### src/rtl/fifo_lifo_buf.sv
// Single-clock buffer that runs as a FIFO or a LIFO, selected while empty.
// Registered read: popped data and status appear one cycle after the request.
module fifo_lifo_buf #(
    parameter int dat_width = 32,
    parameter int adr_width = 6,
    parameter int mem_size  = 64
) (
    input  logic                 clk,
    input  logic                 rst,
    input  logic                 mode_i,
    input  logic                 push_i,
    input  logic [dat_width-1:0] dat_i,
    input  logic                 pop_i,
    output logic [dat_width-1:0] dat_o,
    output logic                 valid_o,
    output logic                 full_o,
    output logic                 empty_o,
    output logic [adr_width:0]   count_o,
    output logic                 overflow_o,
    output logic                 underflow_o
);
    localparam int CW = adr_width + 1;
    typedef logic [adr_width-1:0] ptr_t;
    typedef logic [CW-1:0]        cnt_t;
    localparam ptr_t LAST  = ptr_t'(mem_size - 1);
    localparam cnt_t DEPTH = cnt_t'(mem_size);

    logic [dat_width-1:0] mem_q [mem_size];

    logic [dat_width-1:0] dat_q, dat_d;
    ptr_t wr_ptr_q, wr_ptr_d, rd_ptr_q, rd_ptr_d;
    cnt_t count_q, count_d;
    logic mode_q, mode_d;
    logic valid_q, valid_d, full_q, full_d, empty_q, empty_d;
    logic ovf_q, ovf_d, udf_q, udf_d;

    logic pop_acc, push_acc;
    ptr_t top_ptr, rd_addr, wr_addr;

    // Wrap on the depth, not on the pointer width, so non-power-of-2 depths work.
    function automatic ptr_t ptr_inc(input ptr_t p);
        return (p == LAST) ? '0 : p + ptr_t'(1);
    endfunction

    function automatic ptr_t ptr_dec(input ptr_t p);
        return (p == '0) ? LAST : p - ptr_t'(1);
    endfunction

    always_comb begin
        pop_acc  = pop_i && (count_q != '0);
        push_acc = push_i && ((count_q < DEPTH) || pop_acc);
        top_ptr  = ptr_dec(wr_ptr_q);
        rd_addr  = mode_q ? top_ptr : rd_ptr_q;
        // A LIFO push+pop replaces the top word in place.
        wr_addr  = (mode_q && pop_acc) ? top_ptr : wr_ptr_q;

        wr_ptr_d = wr_ptr_q;
        rd_ptr_d = rd_ptr_q;
        count_d  = count_q;
        dat_d    = dat_q;

        if (mode_q) begin
            if (push_acc && !pop_acc)      wr_ptr_d = ptr_inc(wr_ptr_q);
            else if (pop_acc && !push_acc) wr_ptr_d = top_ptr;
        end else begin
            if (push_acc) wr_ptr_d = ptr_inc(wr_ptr_q);
            if (pop_acc)  rd_ptr_d = ptr_inc(rd_ptr_q);
        end

        if (push_acc && !pop_acc)      count_d = count_q + cnt_t'(1);
        else if (pop_acc && !push_acc) count_d = count_q - cnt_t'(1);

        if (pop_acc) dat_d = mem_q[rd_addr];

        mode_d  = (count_q == '0) ? mode_i : mode_q;
        valid_d = pop_acc;
        ovf_d   = push_i && !push_acc;
        udf_d   = pop_i && !pop_acc;
        full_d  = (count_d == DEPTH);
        empty_d = (count_d == '0);
    end

    always_ff @(posedge clk) begin
        if (push_acc) mem_q[wr_addr] <= dat_i;
    end

    always_ff @(posedge clk) begin
        if (rst) begin
            dat_q    <= '0;
            wr_ptr_q <= '0;
            rd_ptr_q <= '0;
            count_q  <= '0;
            mode_q   <= 1'b0;
            valid_q  <= 1'b0;
            full_q   <= 1'b0;
            empty_q  <= 1'b1;
            ovf_q    <= 1'b0;
            udf_q    <= 1'b0;
        end else begin
            dat_q    <= dat_d;
            wr_ptr_q <= wr_ptr_d;
            rd_ptr_q <= rd_ptr_d;
            count_q  <= count_d;
            mode_q   <= mode_d;
            valid_q  <= valid_d;
            full_q   <= full_d;
            empty_q  <= empty_d;
            ovf_q    <= ovf_d;
            udf_q    <= udf_d;
        end
    end

    assign dat_o       = dat_q;
    assign valid_o     = valid_q;
    assign full_o      = full_q;
    assign empty_o     = empty_q;
    assign count_o     = count_q;
    assign overflow_o  = ovf_q;
    assign underflow_o = udf_q;
endmodule

### config.mk
export PLATFORM = sky130hd
export DESIGN_NAME = fifo_lifo_buf
export DESIGN_NICKNAME = d
export VERILOG_FILES = /design/src/rtl/fifo_lifo_buf.sv
export SDC_FILE = /design/constraint.sdc
export NUM_CORES = 2
export LEC_CHECK = 0
export BUFFER_PORTS_ARGS = -buffer_cell sky130_fd_sc_hd__buf_2
export CAP_MARGIN = 20
export CORE_MARGIN = 2
export CORE_UTILIZATION = 40
export CTS_BUF_LIST = sky130_fd_sc_hd__clkbuf_16
export CTS_CLUSTER_SIZE = 28
export DETAILED_ROUTE_END_ITERATION = 16
export MAX_ROUTING_LAYER = met4
export PLACE_DENSITY = 0.6
export SYNTH_ARGS = -nofsm -noshare
export SYNTH_HDL_FRONTEND = slang
export SYNTH_SLANG_ARGS = --single-unit
### constraint.sdc
create_clock -name clk -period 10.95 [get_ports clk]
set_input_delay 3.285 -clock clk [delete_from_list [all_inputs] [get_ports clk]]
set_output_delay 3.285 -clock clk [all_outputs]
set_load 0.05 [all_outputs]
; ---- Word level (Yosys, flattened, before mapping)
; Memory sizes are Yosys's and may differ from the RTL's. A register that Yosys moved wholly into a read port is not among the register bits.
; Index checks and enable logic that the tools add are counted.
[word_totals]
regBits = 25
latchBits = 0
ram_bits = 2048
rom_bits = 0
n_memories = 1
[memory_table]
columns = memory, depth, word_bits, read_ports, rd_ports_with_merged_regs, wr, line_no
row1 = mem_q, 64, 32, 1, 1, 1, 28  ; logic [dat_width-1:0] mem_q [mem_size];
[classes]
addsub = 5
multipliers = 0
n_div = 0
magnitude_cmp = 1
eq_ne = 4
shifts = 0
n_mux = 13
n_bitwise = 1
reduce_logical = 17
[op_table]
columns = op, count
row1 = $mux W6, 9
row2 = $logic_not A7 Y1, 2
row3 = $mux W7, 2
row4 = $add A6 B1 Y6 const B, 2
row5 = $eq A6 B6 Y1 const B, 2
row6 = $add A7 B1 Y7 const B, 1
row7 = $eq A7 B7 Y1 const B, 1
row8 = $logic_and A1 B1 Y1, 7
row9 = $lt A7 B7 Y1 const B, 1
row10 = $reduce_bool A7 Y1, 1
row11 = $sub A7 B1 Y7 const B, 1
row12 = $logic_not A6 Y1, 1
row13 = $sub A6 B1 Y6 const B, 1
row14 = $reduce_and A2 Y1, 2
row15 = $ne A3 B1 Y1 const B, 1
row16 = $logic_not A1 Y1, 2
row17 = $mux W1, 2
row18 = $reduce_bool A2 Y1, 1
row19 = $logic_or A1 B1 Y1, 1
row20 = $not A1 Y1, 1

; ---- Logic depth before layout (Yosys ltp)
[logic_depth]
ltp_word = 9
ltp_mapped = 13

; ---- Least setup slack after synthesis
; No wires, ideal clock.
[synth_path]
kind = input-to-reg
from = input pop_i
to = memory mem_q[56][0] (enable)
t_arrival_ns = 5.778
required_time_ns = 10.529
path_slack_ns = 4.751
stages = 7
path_buffers = 3
path_cell_list = o311ai_1 > buf_2 > buf_2 > a21oi_1 > or2_2 > clkbuf_1 > nor2_1
[synth_between]
elab_chain_cells = 5
word_cells_on_any_way = 7
cone_classes = mux (3) / reduce/logical (4)
[synth_rtl]
columns = item, line_no
row1 = start: declaration, 13  ; input logic pop_i,
row2 = $logic_and A1 B1 Y1 (*), 50  ; pop_acc = pop_i && (count_q != '0);
row3 = $logic_or A1 B1 Y1, 51  ; push_acc = push_i && ((count_q < DEPTH) || pop_acc);
row4 = $logic_and A1 B1 Y1, 51
row5 = $mux W1, 84  ; if (push_acc) mem_q[wr_addr] <= dat_i;
row6 = $mux W1 (implied by the code), 84
row7 = end: declaration, 28
; Every way passes the cells marked *; elsewhere a longest branch is shown, timed or not.

; ---- Worst setup path in the final report
[layout_path]
from = input pop_i
to = memory mem_q[7][8] (enable)
; Same word-level chain as after synthesis.

==> flow_results.xml <==
<?xml version="1.0" encoding="UTF-8"?>
<metrics>
  <group name="outcome">
    <metric name="run_status" unit="">complete, no violations</metric>
  </group>
  <group name="timing">
    <metric name="hold_viol_final" unit="">0</metric>
    <metric name="setup_viol" unit="">0</metric>
    <metric name="final.hold.worst_slack" unit="ns">0.488</metric>
    <metric name="slew_violations" unit="">0</metric>
    <metric name="worst_slew_margin_rel" unit="%">25.2</metric>
    <metric name="final.setup_skew" unit="ns">0.0657</metric>
    <metric name="fin_setup_tns" unit="ns">0</metric>
    <metric name="rsz0062_at_grt" unit="">no</metric>
    <metric name="achievable-frequency" unit="MHz">168</metric>
    <metric name="tightestPinTransition" unit="ns">1.12</metric>
    <metric name="timing.final.crit_period" unit="ns">5.96</metric>
    <metric name="final.period_utilization" unit="%">54.5</metric>
  </group>
  <group name="final_layout">
    <metric name="num-fill-cells" unit="">17200</metric>
    <metric name="drive_above_1_share" unit="%">20.5</metric>
    <metric name="area_growth_syn_to_layout" unit="%">13.3</metric>
    <metric name="post_layout_nonfiller_instances" unit="">7252</metric>
    <metric name="num-nets-final" unit="">4423</metric>
  </group>
  <group name="yosys">
    <metric name="synth_largest_area_cell" unit="">edfxtp_1</metric>
    <metric name="syn-mean-instance-area" unit="um^2">19.1</metric>
    <metric name="synth_nets" unit="">4335</metric>
    <metric name="syn-instance-count" unit="">4292</metric>
    <metric name="synth-edff-count" unit="">2048</metric>
    <metric name="dominantRegCellSynth" unit="">edfxtp_1</metric>
    <metric name="synth_seq_cells" unit="">2105</metric>
    <metric name="synth_top_area_share" unit="%">75.1</metric>
    <metric name="netlist_top_cells_area" unit="">edfxtp_1 (75%), mux4_2 (11%), nand2_1 (2.3%)</metric>
    <metric name="synth_seq_area_share" unit="%">76.5</metric>
    <metric name="ys.warnings.count" unit="">0</metric>
    <metric name="ys_types" unit="">62</metric>
    <metric name="post_synth_instance_area" unit="um^2">81800</metric>
    <metric name="asyncSetResetFlopFracSynth" unit="%">0</metric>
  </group>
  <group name="clock_tree">
    <metric name="number_of_levels_the_h_tree_was_split_into" unit="">4</metric>
    <metric name="cts.root.buffer_cell" unit="">clkbuf_16</metric>
    <metric name="cts-resized-gates" unit="">0</metric>
    <metric name="ctsHoldBuffers" unit="">0</metric>
    <metric name="cts.repair_timing.setup_buffer_count" unit="">0</metric>
    <metric name="total_clock_buffers_created_by_cts" unit="">207</metric>
    <metric name="clock_latency" unit="ns">0.87</metric>
    <metric name="cts_tree" unit="">built</metric>
    <metric name="clock_slew_seen_by_the_registers_of_the_worst_setup_and_hold_paths" unit="ns">0.06</metric>
    <metric name="cts-root-to-sink-buffers" unit="">3</metric>
    <metric name="clkSinkCount" unit="">2105</metric>
  </group>
  <group name="drt">
    <metric name="totalWireLength" unit="mm">226</metric>
    <metric name="drc" unit="">0</metric>
    <metric name="avgViaCountPerCell" unit="">5.91</metric>
    <metric name="top_signal_layer_used" unit="">met4</metric>
    <metric name="wl_met3" unit="mm">18.5</metric>
    <metric name="drt_first_pass_iters" unit="">12</metric>
    <metric name="drc_violation_total_after_the_first_tritonroute_iteration" unit="">5916</metric>
    <metric name="route.vias.total" unit="">42900</metric>
    <metric name="met2RoutedLength" unit="mm">106</metric>
    <metric name="m1WireLength" unit="mm">92.1</metric>
    <metric name="ant_nets" unit="">0</metric>
    <metric name="wl_per_cell" unit="um">31.2</metric>
  </group>
  <group name="setup_path">
    <metric name="crit_fanout" unit="">32</metric>
    <metric name="worstPathRequired" unit="ns">11.41</metric>
    <metric name="critical_path_class" unit="">in -&gt; reg</metric>
    <metric name="critPathArrivalTime" unit="ns">6.42</metric>
    <metric name="worst_setup_path_end_kind" unit="">flip-flop</metric>
    <metric name="worstSetupStartpointType" unit="">input pin</metric>
  </group>
  <group name="power_and_ir_drop">
    <metric name="pwr_cell_area" unit="nW/um^2">274</metric>
    <metric name="p_int" unit="uW">16200</metric>
    <metric name="design_power_total" unit="uW">25400</metric>
    <metric name="power.switching" unit="uW">9220</metric>
    <metric name="leakagePower" unit="uW">0.0294</metric>
    <metric name="portion_of_total_power_attributed_to_combinational_logic" unit="%">35.9</metric>
    <metric name="switching_share" unit="%">36.3</metric>
    <metric name="clockPowerShare" unit="%">27.4</metric>
    <metric name="sequentialPowerShare" unit="%">36.7</metric>
    <metric name="worst_ir_drop_vdd" unit="V">0.000372</metric>
  </group>
  <group name="floorplan">
    <metric name="cell_row_count" unit="">166</metric>
    <metric name="die_w" unit="um">456</metric>
    <metric name="die_height" unit="um">456</metric>
    <metric name="pin_count" unit="">81</metric>
    <metric name="initial_utilization" unit="%">40.1</metric>
    <metric name="core_region_area" unit="um^2">204000</metric>
    <metric name="design.die.area" unit="um^2">208000</metric>
  </group>
  <group name="global_route">
    <metric name="grt_overflow" unit="">0</metric>
    <metric name="largest_net_degree_at_the_start_of_global_routing" unit="">133</metric>
    <metric name="track_usage" unit="%">22.0</metric>
    <metric name="grt_pass1_wl" unit="mm">318</metric>
    <metric name="grt_antenna_before_repair" unit="">10</metric>
    <metric name="grt_pass1_vias" unit="">41600</metric>
  </group>
  <group name="worst_hold_path">
    <metric name="min_path_type" unit="">reg -&gt; reg</metric>
  </group>
  <group name="placed_design">
    <metric name="globalplace.congestion" unit="">0.913</metric>
    <metric name="placed_cells" unit="">6837</metric>
    <metric name="detailedPlacementHpwl" unit="mm">129</metric>
    <metric name="buffer_ports.inserted" unit="">80</metric>
  </group>
  <group name="flow_run">
    <metric name="timing.max_cap.violations" unit="">0</metric>
  </group>
</metrics>
synth_stat cells, drive strengths merged, types with 3 or more instances:
master,instances
nor2,99
o21ai,47
dfxtp,57
o22ai,4
a311oi,67
mux4,384
a311o,64
a31oi,4
inv,12
o31ai,5
xor2,3
xnor2,8
and2,3
a32oi,101
or2,3
nand3,36
nand4,6
clkbuf,159
o21a,4
edfxtp,2048
ha,6
a21oi,74
nand2b,9
nor3,7
a221o,32
nand2,508
a211oi,130
nor2b,10
buf,137
and3,165
a31o,3
mux2i,69
cells in the final DEF, fill, tap and decap left out, drive strengths merged, types with 4 or more instances in the layout:
| cell type | instances |
|---|---|
| nor2 | 99 |
| and3 | 165 |
| clkinv | 101 |
| a311oi | 67 |
| edfxtp | 2048 |
| a31oi | 4 |
| o31ai | 5 |
| o21a | 4 |
| nand3 | 36 |
| nand2 | 508 |
| a21oi | 74 |
| a311o | 64 |
| bufinv | 16 |
| nor2b | 10 |
| ha | 6 |
| buf | 175 |
| dfxtp | 57 |
| clkinvlp | 5 |
| nand2b | 9 |
| xnor2 | 8 |
| a32oi | 101 |
| a211oi | 130 |
| o21ai | 47 |
| nor3 | 7 |
| inv | 66 |
| a221o | 32 |
| mux2i | 69 |
| nand4 | 6 |
| clkbuf | 208 |
| o22ai | 4 |
| diode | 9 |
| mux4 | 384 |
kinds of logic after synthesis:
group	count (synthesis)	synth area share, %
flops	2105	76.5
simple gates	857	4.68
compound gates	552	5.27
mux	453	11.4
buf+inv	308	1.90
xor+xnor	11	0.118
fa+ha+maj	6	0.0917
metrics by stage:
step / instance area, um^2 / setup WS, ns / util [%]
after floorplan: 81800 / 4.75 / -
after global placement: 85300 / 4.06 / 41.8
after detailed placement: 85500 / 4.18 / 41.9
after CTS: 92200 / 5.09 / 45.2
after global routing: 92700 / 4.83 / 45.4
final: 92700 / 4.99 / 45.5
layer usage:
metal	up-vias	GRT usage (%)
met1	22800	30.0
met4	0	8.44
met5	-	-
met3	346	4.04
met2	1851	33.2
li1	17800	-
worst paths after layout:
path              cells after the start           to  slack [ns]        start
setup / recovery                      7  mem_q[7][8]        4.99        pop_i
hold / removal                        2    dat_o[13]        0.49    dat_o[13]
setup reg to reg                     12    dat_o[10]        5.40  wr_ptr_q[1]
hold reg to reg                       2    dat_o[13]        0.49    dat_o[13]
power groups by stage:
stage	clock network, uW	logic, uW	registers, uW
2_1_floorplan	0	5760	9590
3_3_place_gp	0	9070	9480
3_5_place_dp	0	9100	9490
4_1_cts	7070	9120	9320
5_1_grt	7380	9520	9310
6_report	6970	9110	9320
worst max-delay path, stage by stage:
cell and delay (ns):
buf_2 0.16, o311ai_2 0.09, buf_4 0.29, nor2_1 0.11
a21oi_1 0.61, nand2_1 0.74, nor2_4 1.07
layout make-up:
cell class / instances / area (um^2) / area share [%]
diodes: 9 / 22.5 / 0.0243
clock buffers: 208 / 5200 / 5.61
clock inverters: 176 / 1540 / 1.66
inverters: 12 / 45.0 / 0.0486
multi-input cells: 1879 / 18200 / 19.7
flip-flops and latches: 2105 / 62600 / 67.6
well taps: 2688 / 3360 / 3.63
repair buffers: 175 / 1650 / 1.78
flip-flops by register name (all words and copies together) (netlist names), 6 cells and up:
signal	count
wr_ptr_q	6
rd_ptr_q	6
dat_o	32
count_o	7
mem_q	2048
Power figures use the tool's default switching activity.
